## src/rtl/pat101_pkg.sv

```systemverilog
// Shared types and helpers for the "101" frame controller.
package pat101_pkg;

  // Scan state of the bit-serial "101" detector.
  typedef enum logic [1:0] {
    ScS0  = 2'b00,
    ScS1  = 2'b01,
    ScS10 = 2'b10
  } scan_st_e;

  // Frame-level control state.
  typedef enum logic [1:0] {
    CtlIdle  = 2'b00,
    CtlAccum = 2'b01,
    CtlDone  = 2'b10
  } ctl_st_e;

  // Width of a per-word match count; a word can hold at most W/3+1 matches when carrying in S10.
  function automatic int unsigned wcnt_w(input int unsigned w);
    return $clog2(w / 3 + 2);
  endfunction

endpackage

```

## src/rtl/pat101_word_scan.sv

```systemverilog
// Combinational unrolled "101" scan of one word, MSB first.
module pat101_word_scan
  import pat101_pkg::*;
#(
  parameter int unsigned W = 10,
  localparam int unsigned WcW = wcnt_w(W)
) (
  input  scan_st_e         start_i,
  input  logic [W-1:0]     word_i,
  output scan_st_e         end_o,
  output logic [WcW-1:0]   count_o
);

  scan_st_e         st;
  logic [WcW-1:0]   cnt;

  // Walk the detector across every bit; a match returns to S0 so matches never overlap.
  always_comb begin
    st  = start_i;
    cnt = '0;
    for (int i = W - 1; i >= 0; i--) begin
      unique case (st)
        ScS0:  st = word_i[i] ? ScS1 : ScS0;
        ScS1:  st = word_i[i] ? ScS1 : ScS10;
        ScS10: begin
          if (word_i[i]) cnt = cnt + WcW'(1);
          st = ScS0;
        end
        default: st = ScS0;
      endcase
    end
    end_o   = st;
    count_o = cnt;
  end

endmodule

```

## src/rtl/pat101_frame_ctrl.sv

```systemverilog
// Frame controller: scans words, accumulates a saturating match count, presents it per frame.
module pat101_frame_ctrl
  import pat101_pkg::*;
#(
  parameter int unsigned W     = 10,
  parameter int unsigned CNT_W = 8,
  parameter int unsigned CARRY = 1
) (
  input  logic             clk,
  input  logic             rst_n,
  input  logic             in_valid,
  output logic             in_ready,
  input  logic [W-1:0]     in_data,
  input  logic             in_last,
  output logic             out_valid,
  input  logic             out_ready,
  output logic [CNT_W-1:0] out_count,
  output logic             out_ovf,
  output logic             busy
);

  localparam int unsigned WcW = wcnt_w(W);
  localparam logic [CNT_W:0] SatMax = {1'b0, {CNT_W{1'b1}}};

  ctl_st_e            ctl_q, ctl_d;
  scan_st_e           scan_q, scan_d;
  logic [CNT_W-1:0]   acc_q, acc_d;
  logic               ovf_q, ovf_d;
  logic               out_valid_q, out_valid_d;
  logic [CNT_W-1:0]   out_count_q, out_count_d;
  logic               out_ovf_q, out_ovf_d;
  logic               in_ready_q, in_ready_d;

  scan_st_e           scan_start;
  scan_st_e           word_end;
  logic [WcW-1:0]     word_cnt;
  logic [CNT_W:0]     sum;
  logic [CNT_W-1:0]   acc_new;
  logic               ovf_new;
  logic               accept;

  assign accept     = in_valid && in_ready_q;
  assign scan_start = ((CARRY == 0) || (ctl_q == CtlIdle)) ? ScS0 : scan_q;

  pat101_word_scan #(
    .W (W)
  ) u_word_scan (
    .start_i (scan_start),
    .word_i  (in_data),
    .end_o   (word_end),
    .count_o (word_cnt)
  );

  // Saturating add of this word's matches; ovf stays sticky within the frame.
  always_comb begin
    sum     = {1'b0, acc_q} + (CNT_W + 1)'(word_cnt);
    acc_new = (sum > SatMax) ? SatMax[CNT_W-1:0] : sum[CNT_W-1:0];
    ovf_new = ovf_q || (sum > SatMax);
  end

  // Control FSM next state and register updates.
  always_comb begin
    ctl_d       = ctl_q;
    scan_d      = scan_q;
    acc_d       = acc_q;
    ovf_d       = ovf_q;
    out_valid_d = out_valid_q;
    out_count_d = out_count_q;
    out_ovf_d   = out_ovf_q;
    in_ready_d  = in_ready_q;
    unique case (ctl_q)
      CtlIdle, CtlAccum: begin
        if (accept) begin
          if (in_last) begin
            ctl_d       = CtlDone;
            out_valid_d = 1'b1;
            in_ready_d  = 1'b0;
            out_count_d = acc_new;
            out_ovf_d   = ovf_new;
            acc_d       = '0;
            ovf_d       = 1'b0;
            scan_d      = ScS0;
          end else begin
            ctl_d  = CtlAccum;
            acc_d  = acc_new;
            ovf_d  = ovf_new;
            scan_d = word_end;
          end
        end
      end
      CtlDone: begin
        if (out_valid_q && out_ready) begin
          ctl_d       = CtlIdle;
          out_valid_d = 1'b0;
          in_ready_d  = 1'b1;
        end
      end
      default: ctl_d = CtlIdle;
    endcase
  end

  // State and output registers.
  always_ff @(posedge clk or negedge rst_n) begin
    if (!rst_n) begin
      ctl_q       <= CtlIdle;
      scan_q      <= ScS0;
      acc_q       <= '0;
      ovf_q       <= 1'b0;
      out_valid_q <= 1'b0;
      out_count_q <= '0;
      out_ovf_q   <= 1'b0;
      in_ready_q  <= 1'b1;
    end else begin
      ctl_q       <= ctl_d;
      scan_q      <= scan_d;
      acc_q       <= acc_d;
      ovf_q       <= ovf_d;
      out_valid_q <= out_valid_d;
      out_count_q <= out_count_d;
      out_ovf_q   <= out_ovf_d;
      in_ready_q  <= in_ready_d;
    end
  end

  assign in_ready  = in_ready_q;
  assign out_valid = out_valid_q;
  assign out_count = out_count_q;
  assign out_ovf   = out_ovf_q;
  assign busy      = (ctl_q != CtlIdle);

endmodule

```

## config.mk

```make
export PLATFORM = sky130hd
export DESIGN_NAME = pat101_frame_ctrl
export DESIGN_NICKNAME = d
export VERILOG_FILES = /design/src/rtl/pat101_pkg.sv /design/src/rtl/pat101_word_scan.sv /design/src/rtl/pat101_frame_ctrl.sv
export SDC_FILE = /design/constraint.sdc
export NUM_CORES = 1
export LEC_CHECK = 0
export CAP_MARGIN = 0
export CORE_MARGIN = 4
export CORE_UTILIZATION = 63
export DETAILED_ROUTE_END_ITERATION = 10
export DONT_BUFFER_PORTS = 1
export GPL_TIMING_DRIVEN = 0
export PLACE_DENSITY = 0.82
export SLEW_MARGIN = 20
export SYNTH_ARGS = -nofsm -noshare
export SYNTH_HDL_FRONTEND = slang
export SYNTH_HIERARCHICAL = 1
export SYNTH_SLANG_ARGS = --single-unit
```

## constraint.sdc

```tcl
create_clock -name clk -period 9.05 [get_ports clk]
set_clock_uncertainty 0.05 [all_clocks]
set_input_delay 1.3575 -clock clk [delete_from_list [all_inputs] [get_ports clk]]
set_output_delay 1.3575 -clock clk [all_outputs]
set_load 0.02 [all_outputs]
```

### Yosys cells after proc, flatten, opt, wreduce, memory -nomap -nowiden

Cells that the tools add are included.

| cells by class | value |
|---|---|
| eq/ne operators | 25 |
| add/subtract/negate cells | 10 |
| reductions and logical operators | 21 |
| magnitude comparators | 1 |
| multiplexer cells | 67 |

Operator list:

| operator | number |
|---|---|
| $mux W3 | 19 |
| $pmux W2 S2 | 11 |
| $mux W2 | 15 |
| $add A3 B1 Y3 const B | 9 |
| $eq A2 B1 Y1 const B | 11 |
| $eq A2 B2 Y1 const B | 11 |
| $logic_not A2 Y1 | 11 |
| $mux W1 | 18 |
| $mux W8 | 2 |
| $add A8 B3 Y9 | 1 |
| $gt A9 B8 Y1 const B | 1 |
| $ne A2 B2 Y1 const B | 3 |
| $pmux W1 S2 | 2 |
| $reduce_and A2 Y1 | 2 |
| $reduce_and A4 Y1 | 1 |
| $reduce_bool A2 Y1 | 2 |
| $reduce_and A3 Y1 | 1 |
| $logic_and A1 B1 Y1 | 2 |
| $reduce_or A2 Y1 | 1 |
| $logic_or A1 B1 Y1 | 1 |

| word-level totals | value |
|---|---|
| flip-flop bits (word level) | 24 |
| output and inout port bits | 12 |

### Depth between registers and ports, before layout

Gate-level depths: netlist of the first run.

| depth | value |
|---|---|
| depth after elaboration | 35 |
| depth in mapped cells | 36 |
| mapped depth without buffers | 36 |

### Hierarchy

Netlist of the first run, hierarchy kept.

By module, submodules not included:

| module | area an instance (um^2) | instances | cells each |
|---|---|---|---|
| pat101_frame_ctrl | 1,191.1 | 1 | 126 |
| pat101_word_scan | 666.9 | 1 | 83 |

### Least setup slack after synthesis of the first run

OpenSTA, ideal clock, no wires.

| timing | value |
|---|---|
| path type | input -> register |
| from | input in_data[9] |
| to | register acc_q[5] |
| slack | 1.372 ns |
| arrival | 7.505 ns |
| buffers on the path | 0 |
| required time | 8.877 ns |
| library setup time | 0.123 ns |
| stages | 34 |
| cell sequence | nand3b_1 -> inv_1 -> ha_1 -> nand2_1 -> nand2_1 -> ha_1 -> a22oi_2 -> inv_1 -> ha_1 -> nor4_1 -> a21oi_1 -> ha_1 -> nand4_1 -> nand2b_1 -> ha_1 -> or2_1 -> o21a_1 -> ha_1 -> nand2_1 -> nand2_1 -> ha_1 -> a22oi_1 -> o21a_1 -> inv_1 -> ha_1 -> mux2_2 -> ha_1 -> a22oi_1 -> o21ai_1 -> fa_1 -> a21oi_2 -> or3_4 -> a31o_1 -> a21oi_2 |

| between the ends | value |
|---|---|
| word-level cells in the longest chain between the ends | 33 |

Ends and longest elaborated chain:

| element | line | text |
|---|---|---|
| start: declaration | pat101_frame_ctrl.sv:13 | `input logic [W-1:0] in_data,` |
| $mux W1 | pat101_word_scan.sv:23, pat101_word_scan.sv:26 |  |
| $mux W3 | pat101_word_scan.sv:22 | `unique case (st)` |
| $add A3 B1 Y3 | pat101_word_scan.sv:26 | `if (word_i[i]) cnt = cnt + WcW'(1);` |
| $mux W3 | pat101_word_scan.sv:26 |  |
| $mux W3 | pat101_word_scan.sv:22 |  |
| $add A3 B1 Y3 | pat101_word_scan.sv:26 |  |
| $mux W3 | pat101_word_scan.sv:26 |  |
| $mux W3 | pat101_word_scan.sv:22 |  |
| [... 18 more ...] | n/a |  |
| $add A3 B1 Y3 | pat101_word_scan.sv:26 |  |
| $mux W3 | pat101_word_scan.sv:26 |  |
| $mux W3 * | pat101_word_scan.sv:22 |  |
| via word_cnt[1] | pat101_frame_ctrl.sv:36 | `logic [WcW-1:0] word_cnt;` |
| $add A8 B3 Y9 * | pat101_frame_ctrl.sv:56 | `sum = {1'b0, acc_q} + (CNT_W + 1)'(word_cnt);` |
| $gt A9 B8 Y1 | pat101_frame_ctrl.sv:57 | `acc_new = (sum > SatMax) ? SatMax[CNT_W-1:0] : sum[CNT_W-1:0];` |
| $mux W8 * | pat101_frame_ctrl.sv:57 |  |
| $mux W8 * | pat101_frame_ctrl.sv:74 | `if (in_last) begin` |
| end signal: assignment | pat101_frame_ctrl.sv:107 | `acc_q <= '0;` |
| end signal: assignment | pat101_frame_ctrl.sv:116 | `acc_q <= acc_d;` |
| end: declaration | pat101_frame_ctrl.sv:27 | `logic [CNT_W-1:0] acc_q, acc_d;` |

The timed path passes the listed nets; every way through them passes the cells marked *.
A chain may end at the register's enable or synchronous reset.

### Final worst setup path of the first run

| timing | value |
|---|---|
| from | register ctl_q[1] |
| to | register out_count_q[2] (netlist: out_count[2]) |

| between the ends | value |
|---|---|
| word-level cells in the longest chain between the ends | 34 |

Ends and longest elaborated chain:

| element | line | text |
|---|---|---|
| start: declaration | pat101_frame_ctrl.sv:25 | `ctl_st_e ctl_q, ctl_d;` |
| start signal: assignment | pat101_frame_ctrl.sv:105 | `ctl_q <= CtlIdle;` |
| start signal: assignment | pat101_frame_ctrl.sv:114 | `ctl_q <= ctl_d;` |
| $logic_not A2 Y1 * | pat101_frame_ctrl.sv:43 | `assign scan_start = ((CARRY == 0) \|\| (ctl_q == CtlIdle)) ? ScS0 : scan_q;` |
| $mux W2 * | pat101_frame_ctrl.sv:43 |  |
| via scan_start[1] | pat101_frame_ctrl.sv:34 | `scan_st_e scan_start;` |
| $eq A2 B2 Y1 | pat101_word_scan.sv:22 |  |
| $mux W3 | pat101_word_scan.sv:22 |  |
| $add A3 B1 Y3 | pat101_word_scan.sv:26 |  |
| $mux W3 | pat101_word_scan.sv:26 |  |
| $mux W3 | pat101_word_scan.sv:22 |  |
| [... 20 more ...] | n/a |  |
| $mux W3 | pat101_word_scan.sv:22 |  |
| $add A3 B1 Y3 | pat101_word_scan.sv:26 |  |
| $mux W3 | pat101_word_scan.sv:26 |  |
| $mux W3 * | pat101_word_scan.sv:22 |  |
| via word_cnt[2] | pat101_frame_ctrl.sv:36 |  |
| $add A8 B3 Y9 * | pat101_frame_ctrl.sv:56 |  |
| $gt A9 B8 Y1 | pat101_frame_ctrl.sv:57 |  |
| $mux W8 * | pat101_frame_ctrl.sv:57 |  |
| end signal: assignment | pat101_frame_ctrl.sv:119 | `out_count_q <= out_count_d;` |
| end: declaration | pat101_frame_ctrl.sv:30 | `logic [CNT_W-1:0] out_count_q, out_count_d;` |

Marks and branches as above.

==> results.ini, run 1 <==
[run_status]
status=finished, final reports clean

[logic_synthesis]
syn_nets=237
synth_top_area_cell=dfrtp_1
ys_top_cells_by_area=dfrtp_1 (31%), ha_1 (8.1%), nand2_1 (6.7%), o21ai_0 (3.5%), xnor2_1 (3.3%)
synth.distinct_cells=57
syn_inst=209
synth_edf_count=0
yosysWarnings=6
synth-async-reset-ratio_pct=100
syn_area_sq_um=1860
ys_seq_elements=24
avgSynthCellArea_sq_um=8.89
seq_area_frac_synth_pct=32.4
ys.flop_type=dfrtp_1
synth_top_area_share_pct=31.0

[worst_setup_path]
worst_setup_path_start_kind=register
crit_path_frequent_cell=ha_1
cp_slowest_cell=nor3_1
reg2reg_slack_ns=1.01
worstPathArrival_ns=8.24
required_ns=9.25
path_max_fanout=8
end_kind=register
slowest_delay_ns=0.58
crit_type=register to register

[detailed_routing]
routedWlPerCell_um=15.6
postRouteAntennaNets=0
first_iter_violations=76
drt-pass1-iter-count=4
drt_wl_total_um=3800
num_vias=1494
drc=0
avgViaCountPerCell=6.12

[floorplan]
die_w_um=62.3
fp-row-count=19
core_area_sq_um=2780
ios=27
chipHeight_um=62.3
initial_core_util_pct=66.8
die_area_sq_um=3880

[pwr]
power_frac_comb_pct=17.8
seq_power_share_pct=53.9
p_int_mw=0.148
p_leak_nw=0.898
clkPwrFrac_pct=28.3
irDropWorstVdd_mv=0.164
p_sw_mw=0.0506
p_per_area_nw_per_um2=103
power_mw=0.199
p_sw_share_pct=25.4

[sta]
post-route-period-util_pct=88.8
tightest_slew_ns=0.658
fmaxAchievable_mhz=124
setup_tns_ns=0
setup_viol=0
slew_headroom_pct=55.8
post-route-min-period_ns=8.04
drv_slew=0
rsz0062_at_grt=false
finalHoldViolCount=0

[global_routing]
grt_pass1_vias=1509
track_usage_pct=20.5
antenna_found_initial=0
grt_pass1_wl_um=6710
grt_remaining_overflow=0
grt_max_degree=25

[clock_network]
htree_levels=1
cts_setup_buffers=0
postCtsHoldBufs=0
clockBufferDepth=2
clock_sinks=24
cts_root_buf=clkbuf_4
cts_tree=done
clkSlewWorstSetupHoldPaths_ns=0.13
cts_buffers=3
worstSkewPairLatency_ns=0.32
cts_resized=0

[worst_hold_path]
hp-class=register to register

[placed_design]
hpwl_um=2950
port_buffers=0
place.gp.congestion=0.858

[layout]
layout_commonest_cell=nand2_1
layout-drive-gt1-share_pct=14.1
antenna_cells=0
final_cell_mix=nand2_1 (33), dfrtp_1 (23), o21ai_0 (13)
fin_util_pct=69.5
nets=242
area_delta_synth_final_pct=4.04

[run]
max-cap-violations=0

[power groups by stage]
stage | logic (mW) | registers, mW | clock network, mW
after floorplan | 0.0297 | 0.109 | 0
after global placement | 0.0332 | 0.109 | 0
after detailed placement | 0.0352 | 0.109 | 0
after CTS | 0.0354 | 0.107 | 0.0565
after global routing | 0.0407 | 0.107 | 0.0627
final | 0.0353 | 0.107 | 0.0563
[layer usage]
metal / track usage, % / vias to the layer above / routed length, um
met1: 26.0 / 710 / 1720
met5: 0 / - / 0
met3: 5.05 / 0 / 205
met2: 35.0 / 34 / 1870
li1: - / 750 / -
met4: 4.77 / 0 / 0
[cells by family (layout without fill, tap and decap cells)]
group,after synthesis,count (layout),share of synthesized area (%)
compound gates,53,53,20.6
xor+xnor,12,12,6.46
fa+ha+maj,13,13,9.16
buf+inv,16,20,3.37
flops,24,24,32.4
mux,2,2,1.14
simple gates,89,89,26.9
[flip-flops by register name, summed over array words and instances (netlist names)]
name       flops
ovf_q          1
acc_q          8
scan_q         2
in_ready       1
out_ovf        1
out_count      8
ctl_q          2
out_valid      1
[worst max-delay path: cells and delay by family (launching register included)]
family,cells,cell delay [ns]
AO/OA/AOI/OAI,8,1.29
buffers and inverters,3,0.23
adder cells (fa/ha/maj),10,2.97
flip-flops,1,0.45
XOR/XNOR,1,0.12
multiplexers,1,0.27
AND/OR/NAND/NOR,13,2.58
[stage by stage]
step	hold WS (ns)	worst slack, ns	area, sq um	instances
final	0.448	1.01	1930	244
after global routing	0.471	0.347	1930	244
after floorplan	0.380	1.37	1860	209
after CTS	0.440	1.06	1930	244
after global placement	0.401	1.01	1900	240
after detailed placement	0.407	0.811	1900	240
[layout make-up]
| type | instances | area [sq um] |
|---|---|---|
| buffer | 5 | 21.3 |
| clock buffer | 4 | 36.3 |
| tap | 31 | 38.8 |
| multi-input combinational | 169 | 1190 |
| inverter | 11 | 41.3 |
| sequential | 24 | 602 |
| fill | 216 | 848 |
[synth_stat cells, drive strengths merged (2+ instances only)]
cell type,number
and3,2
a31o,3
clkbuf,3
xor2,3
inv,11
dfrtp,23
o211ai,2
ha,12
nand3b,5
o21ai,15
nand2,33
a21oi,15
or3,2
nand4,2
nand3,3
a22oi,4
nor2,12
a31oi,3
nor3,4
nor2b,3
xnor2,9
or2,3
buf,2
nor3b,2
a211oi,2
and2,7
nand2b,4
o21a,3
a311oi,2
[final timing paths]
check                                           start                        to  cells after the start
worst min-delay path            scan_q[1]$_DFFE_PN0P_     scan_q[1]$_DFFE_PN0P_                      2
worst min register to register  scan_q[1]$_DFFE_PN0P_     scan_q[1]$_DFFE_PN0P_                      2
min in group asynchronous                       rst_n  out_count[1]$_DFFE_PN0P_                      0
max in group asynchronous                       rst_n      in_ready$_DFFE_PN1P_                      0
worst max register to register   ctl_q[1]$_DFFE_PN0P_  out_count[2]$_DFFE_PN0P_                     36
worst max-delay path             ctl_q[1]$_DFFE_PN0P_  out_count[2]$_DFFE_PN0P_                     36
Power figures use the tool's default switching activity.
==> run 2, diff against run 1 <==
--- a/config.mk
+++ b/config.mk
@@ -5,13 +5,14 @@
 export SDC_FILE = /design/constraint.sdc
 export NUM_CORES = 1
 export LEC_CHECK = 0
+export ABC_AREA = 1
 export CAP_MARGIN = 0
 export CORE_MARGIN = 4
-export CORE_UTILIZATION = 63
+export CORE_UTILIZATION = 64
 export DETAILED_ROUTE_END_ITERATION = 10
 export DONT_BUFFER_PORTS = 1
 export GPL_TIMING_DRIVEN = 0
-export PLACE_DENSITY = 0.82
+export PLACE_DENSITY = 0.83
 export SLEW_MARGIN = 20
 export SYNTH_ARGS = -nofsm -noshare
 export SYNTH_HDL_FRONTEND = slang
==> run 2 against run 1 <==
  * Non-clock buffer count shrank 2
  * Clock power up 3%
  * Global-route usage is 0.34 points higher
  * Synthesized area grew 12%
  * Largest cell class unchanged
  * Highest routed layer is now met4
==> results.ini, run 2 <==
[logic_synthesis]
synth_top_area_share_pct=27.6
ys_seq_elements=24
syn_nets=308
synth.distinct_cells=33
syn_inst=280
synth_edf_count=0
synth-async-reset-ratio_pct=100
ys_top_cells_by_area=dfrtp_1 (28%), nand2_1 (15%), nand3_2 (9.1%), ha_1 (7.2%), inv_1 (6.3%)
synth_common_cells=nand2_1 (82), inv_1 (35), nand3_1 (26)
seq_area_frac_synth_pct=28.8
syn_area_sq_um=2090
ys.flop_type=dfrtp_1
yosys.cell_count.top_type=nand2_1
avgSynthCellArea_sq_um=7.46
yosysWarnings=6
synth_top_area_cell=dfrtp_1

[floorplan]
initial_core_util_pct=67.8
die_area_sq_um=4240
ios=27
chipHeight_um=65.1
fp-row-count=20
die_w_um=65.1
core_area_sq_um=3080

[clock_network]
clkSlewWorstSetupHoldPaths_ns=0.14
cts_setup_buffers=0
htree_levels=1
cts_buffers=3
cts_root_buf=clkbuf_4
cts_resized=0
clock_sinks=24
cts_tree=done
postCtsHoldBufs=0
worstSkewPairLatency_ns=0.32
clockBufferDepth=2

[worst_setup_path]
required_ns=9.22
crit_path_frequent_cell=nand2_1
worst_setup_path_start_kind=input port
slowest_delay_ns=0.43
r2r_cells=42
end_kind=register
reg2reg_slack_ns=1.70
rr_startpoint=ctl_q[1]$_DFFE_PN0P_
path_max_fanout=10
r2r-end=acc_q[4]$_DFFE_PN0P_
cp_slowest_cell=fa_1
crit_type=input port to register
worstPathArrival_ns=7.70

[pwr]
p_per_area_nw_per_um2=199
p_int_mw=0.237
p_sw_mw=0.196
p_sw_share_pct=45.3
irDropWorstVdd_mv=0.0708
clkPwrFrac_pct=13.4
seq_power_share_pct=45.5
power_frac_comb_pct=41.1
p_leak_nw=1.22

[sta]
post-route-min-period_ns=7.53
finalHoldViolCount=0
tightest_slew_ns=0.291
setup_viol=0
post-route-period-util_pct=83.2
slew_headroom_pct=80.5
rsz0062_at_grt=false
fmaxAchievable_mhz=133
drv_slew=0
setup_tns_ns=0

[run_status]
status=finished, final reports clean

[worst_hold_path]
hold_depth=2
hp-class=register to register
min_from=acc_q[0]$_DFFE_PN0P_
holdPathEnd=acc_q[0]$_DFFE_PN0P_

[placed_design]
placement.cell_area_sq_um=2140
hpwl_um=3280
port_buffers=0
place.gp.congestion=0.843

[detailed_routing]
avgViaCountPerCell=5.44
drc=0
drt-pass1-iter-count=5
postRouteAntennaNets=0
num_vias=1785
first_iter_violations=96
routedWlPerCell_um=12.2
drt_wl_total_um=3990

[run]
max-cap-violations=0

[global_routing]
grt_max_degree=25
antenna_found_initial=0
grt_pass1_vias=1739
grt_pass1_wl_um=7150
track_usage_pct=20.8
grt_remaining_overflow=0

[layout]
nets=313
finish.instance_area_sq_um=2180
layout_commonest_cell=nand2_1
final_cell_mix=nand2_1 (82), inv_1 (35), nand3_1 (26)
antenna_cells=0
layout-drive-gt1-share_pct=22.5
area_delta_synth_final_pct=4.37

[run 2: cell count changes in the layout (fill, tap and decap cells not counted), sizes merged, moves of 5 or more]
cell | before | now
nor2 | 12 | 17
nand3 | 3 | 45
inv | 11 | 42
xnor2 | 9 | 1
and2 | 7 | 2
a21oi | 15 | 4
nand2 | 33 | 96
[run 2: power by group through the flow]
stage          Clock [mW]  Combinational [mW]  Sequential [mW]
3_5_place_dp            0               0.180            0.200
4_1_cts            0.0578               0.180            0.198
2_1_floorplan           0               0.148            0.193
6_report           0.0580               0.178            0.197
3_3_place_gp            0               0.171            0.198
5_1_grt            0.0608               0.207            0.203
[run 2: worst max path at each step]
stage / from / endpoint / slack [ns] / cells after the start
global route: in_data[9] / acc_q[6]$_DFFE_PN0P_ / 0.91 / 43
finish: in_data[9] / acc_q[4]$_DFFE_PN0P_ / 1.52 / 39
global placement: in_data[9] / acc_q[4]$_DFFE_PN0P_ / 1.38 / 39
CTS: in_data[9] / acc_q[3]$_DFFE_PN0P_ / 1.48 / 39
floorplan: in_data[9] / acc_q[4]$_DFFE_PN0P_ / 1.74 / 39
detailed placement: in_data[9] / acc_q[3]$_DFFE_PN0P_ / 1.14 / 43
[run 2: worst max-delay path: cells and delay by family]
family | cells | cell delay (ns)
buffers and inverters | 5 | 0.40
AO/OA/AOI/OAI | 3 | 0.56
adder cells (fa/ha/maj) | 10 | 2.98
AND/OR/NAND/NOR | 21 | 2.38
[run 2: metrics by stage]
stage | total power, mW | worst slack [ns] | std cells | utilization, % | hold slack, ns
CTS | 0.436 | 1.48 | 328 | 70.8 | 0.460
finish | 0.433 | 1.52 | 328 | 70.8 | 0.451
global placement | 0.369 | 1.38 | 324 | 69.6 | 0.422
detailed placement | 0.380 | 1.14 | 324 | 69.6 | 0.430
floorplan | 0.341 | 1.74 | 280 | - | 0.405
global route | 0.470 | 0.915 | 328 | 70.8 | 0.484
[run 2: layout make-up]
class / instances / area, sq um
Buffer: 3 / 33.8
Clock buffer: 4 / 36.3
Fill cell: 272 / 898
Inverter: 43 / 163
Multi-Input combinational cell: 210 / 1290
Sequential cell: 24 / 602
Tap cell: 44 / 55.1
[run 2: logic make-up (layout without fill, tap and decap cells)]
group,after synthesis,in the layout,share of synthesized area (%)
xor+xnor,2,2,0.839
simple gates,169,169,44.8
compound gates,26,26,7.97
buf+inv,46,50,9.41
flops,24,24,28.8
fa+ha+maj,13,13,8.15
[run 2: layer usage]
layer | GRT usage, % | wire length, um | share of wire [%]
met5 | 0 | 0 | 0
met4 | 5.96 | 44 | 1.1
met3 | 2.39 | 173 | 4.3
met2 | 38.1 | 1940 | 49
met1 | 25.7 | 1830 | 46
==> run 3, diff against run 2 <==
==> constraint.sdc (replaced) <==
create_clock -name clk -period 7.4 [get_ports clk]
set_clock_uncertainty 0.05 [all_clocks]
set_input_delay 1.11 -clock clk [delete_from_list [all_inputs] [get_ports clk]]
set_output_delay 1.11 -clock clk [all_outputs]
set_load 0.02 [all_outputs]
==> run 3 against run 2 <==
  * Setup slack got worse by 1.2 ns
  * Sequential power increased by 23%
  * Clock power increased by 25%
  * Via count increased by 2.8%
  * Non-clock buffer count increased by 6
  * Hold slack got worse by 0.049 ns
  * Global-route usage unchanged
  * Die area unchanged
  * Largest power group is now combinational cells
==> results.ini, run 3 (synthesis results as in run 2) <==
[detailed_routing]
highest_layer=met4
postRouteAntennaNets=0
first_iter_violations=105
avgViaCountPerCell=5.49
wl_met1_um=1940
route.met3.wl_um=242
drt-pass1-iter-count=4
routed-wl-met2_um=2280
drt_wl_total_um=4540
drc=0
num_vias=1835
routedWlPerCell_um=13.6

[layout]
fin_util_pct=74.6
area_delta_synth_final_pct=9.89
nets=319
layout-drive-gt1-share_pct=28.3
fill_cells=248
antenna_cells=0
layout_commonest_cell=nand2_1
final_cell_mix=nand2_1 (79), inv_1 (35), nand3_1 (25)

[clock_network]
clockBufferDepth=2
cts_buffers=3
clkSlewWorstSetupHoldPaths_ns=0.14
clock_sinks=24
cts_root_buf=clkbuf_4
cts_tree=done
worstSkewPairLatency_ns=0.33
postCtsHoldBufs=0
htree_levels=1

[worst_setup_path]
path_max_fanout=5
crit_buf_inv=7
cp_top_family=adder cells
path_depth=43
crit_type=input port to register
cp_slowest_cell=ha_1
r2r-end=acc_q[3]$_DFFE_PN0P_
required_ns=7.57
rr_startpoint=ctl_q[1]$_DFFE_PN0P_
r2r_cells=46
end_kind=register
worstPathArrival_ns=7.24
worst_setup_path_start_kind=input port
reg2reg_slack_ns=0.39
slowest_delay_ns=0.32

[sta]
post-route-period-util_pct=95.6
setup_viol=0
slew_headroom_pct=81.0
post-route-min-period_ns=7.07
setup_tns_ns=0
tightest_slew_ns=0.286
setup_ws_ns=0.327
fin_hold_ws_ns=0.402
drv_slew=0
fmaxAchievable_mhz=141
finalHoldViolCount=0

[placed_design]
hpwl_um=3280
port_buffers=0
pre_cts_slack_ns=-0.264
place.gp.congestion=0.843

[floorplan]
die_w_um=65.1
die_area_sq_um=4240
core_area_sq_um=3080
initial_core_util_pct=67.8
chipHeight_um=65.1
fp-row-count=20
ios=27

[pwr]
p_sw_share_pct=46.3
irDropWorstVdd_mv=0.0881
p_int_mw=0.304
seq_power_share_pct=43.0
p_leak_nw=1.25
power_frac_comb_pct=44.2
power_mw=0.566
clkPwrFrac_pct=12.8
p_per_area_nw_per_um2=247
p_sw_mw=0.262

[global_routing]
grt_pass1_vias=1739
grt_remaining_overflow=0
grt_pass1_wl_um=7150
grt_max_degree=25
antenna_found_initial=0
track_usage_pct=20.8

[run_status]
status=finished, final reports clean

[worst_hold_path]
hp-class=input port to async pin

[run]
max-cap-violations=0

==> run 3: cell count changes in the layout (fill, tap and decap cells not counted), moves of 2 or more <==
cell	previous run	this run
nand2_2	12	14
a21oi_2	0	2
buf_4	0	6
a21oi_1	4	1
nand2_1	82	79
==> run 3: metrics by stage <==
| stage | cells | instance area, sq um |
|---|---|---|
| after floorplan | 280 | 2090 |
| after global placement | 324 | 2140 |
| after detailed placement | 324 | 2140 |
| after CTS | 328 | 2180 |
| after global routing | 334 | 2290 |
| final | 334 | 2290 |
==> run 3: timing repair <==
item                       CTS  global route
resized for setup            0            15
setup buffers                0             6
setup endpoints to repair    0            18
==> run 3: metal layers <==
metal / GRT usage [%] / up-vias
met2: 38.1 / 58
met4: 5.96 / 0
li1: - / 927
met5: 0 / -
met3: 2.39 / 8
met1: 25.7 / 842
==> run 3: power by group through the flow <==
stage / logic [mW] / clock network, mW / registers, mW
finish: 0.250 / 0.0723 / 0.243
global route: 0.281 / 0.0756 / 0.249
CTS: 0.220 / 0.0707 / 0.242
detailed placement: 0.220 / 0 / 0.245
global placement: 0.209 / 0 / 0.242
floorplan: 0.181 / 0 / 0.236
==> run 3: how the worst max path moves through the flow <==
stage | startpoint | end | slack (ns)
4_1_cts | ctl_q[1]$_DFFE_PN0P_ | acc_q[3]$_DFFE_PN0P_ | 0.01
6_report | in_data[9] | acc_q[3]$_DFFE_PN0P_ | 0.33
3_3_place_gp | in_data[9] | acc_q[4]$_DFFE_PN0P_ | -0.02
3_5_place_dp | in_data[9] | acc_q[3]$_DFFE_PN0P_ | -0.26
2_1_floorplan | in_data[9] | acc_q[4]$_DFFE_PN0P_ | 0.34
5_1_grt | in_data[9] | acc_q[3]$_DFFE_PN0P_ | -0.07
==> run 3: layout make-up <==
type | count | area (sq um) | share of cell area, %
multi-input combinational | 210 | 1360 | 59.2
sequential | 24 | 603 | 26.3
inverter | 43 | 163 | 7.09
tap | 44 | 55.1 | 2.40
timing repair buffer | 6 | 45.0 | 1.96
clock buffer | 4 | 36.3 | 1.58
buffer | 3 | 33.8 | 1.47
==> run 3: worst register-to-register path, delay by kind of cell (launching register included) <==
kind	cells	cell delay, ns
adder cells (fa/ha/maj)	10	2.83
buffers and inverters	9	0.57
AO/OA/AOI/OAI	5	0.54
flip-flops	1	0.42
AND/OR/NAND/NOR	22	2.49
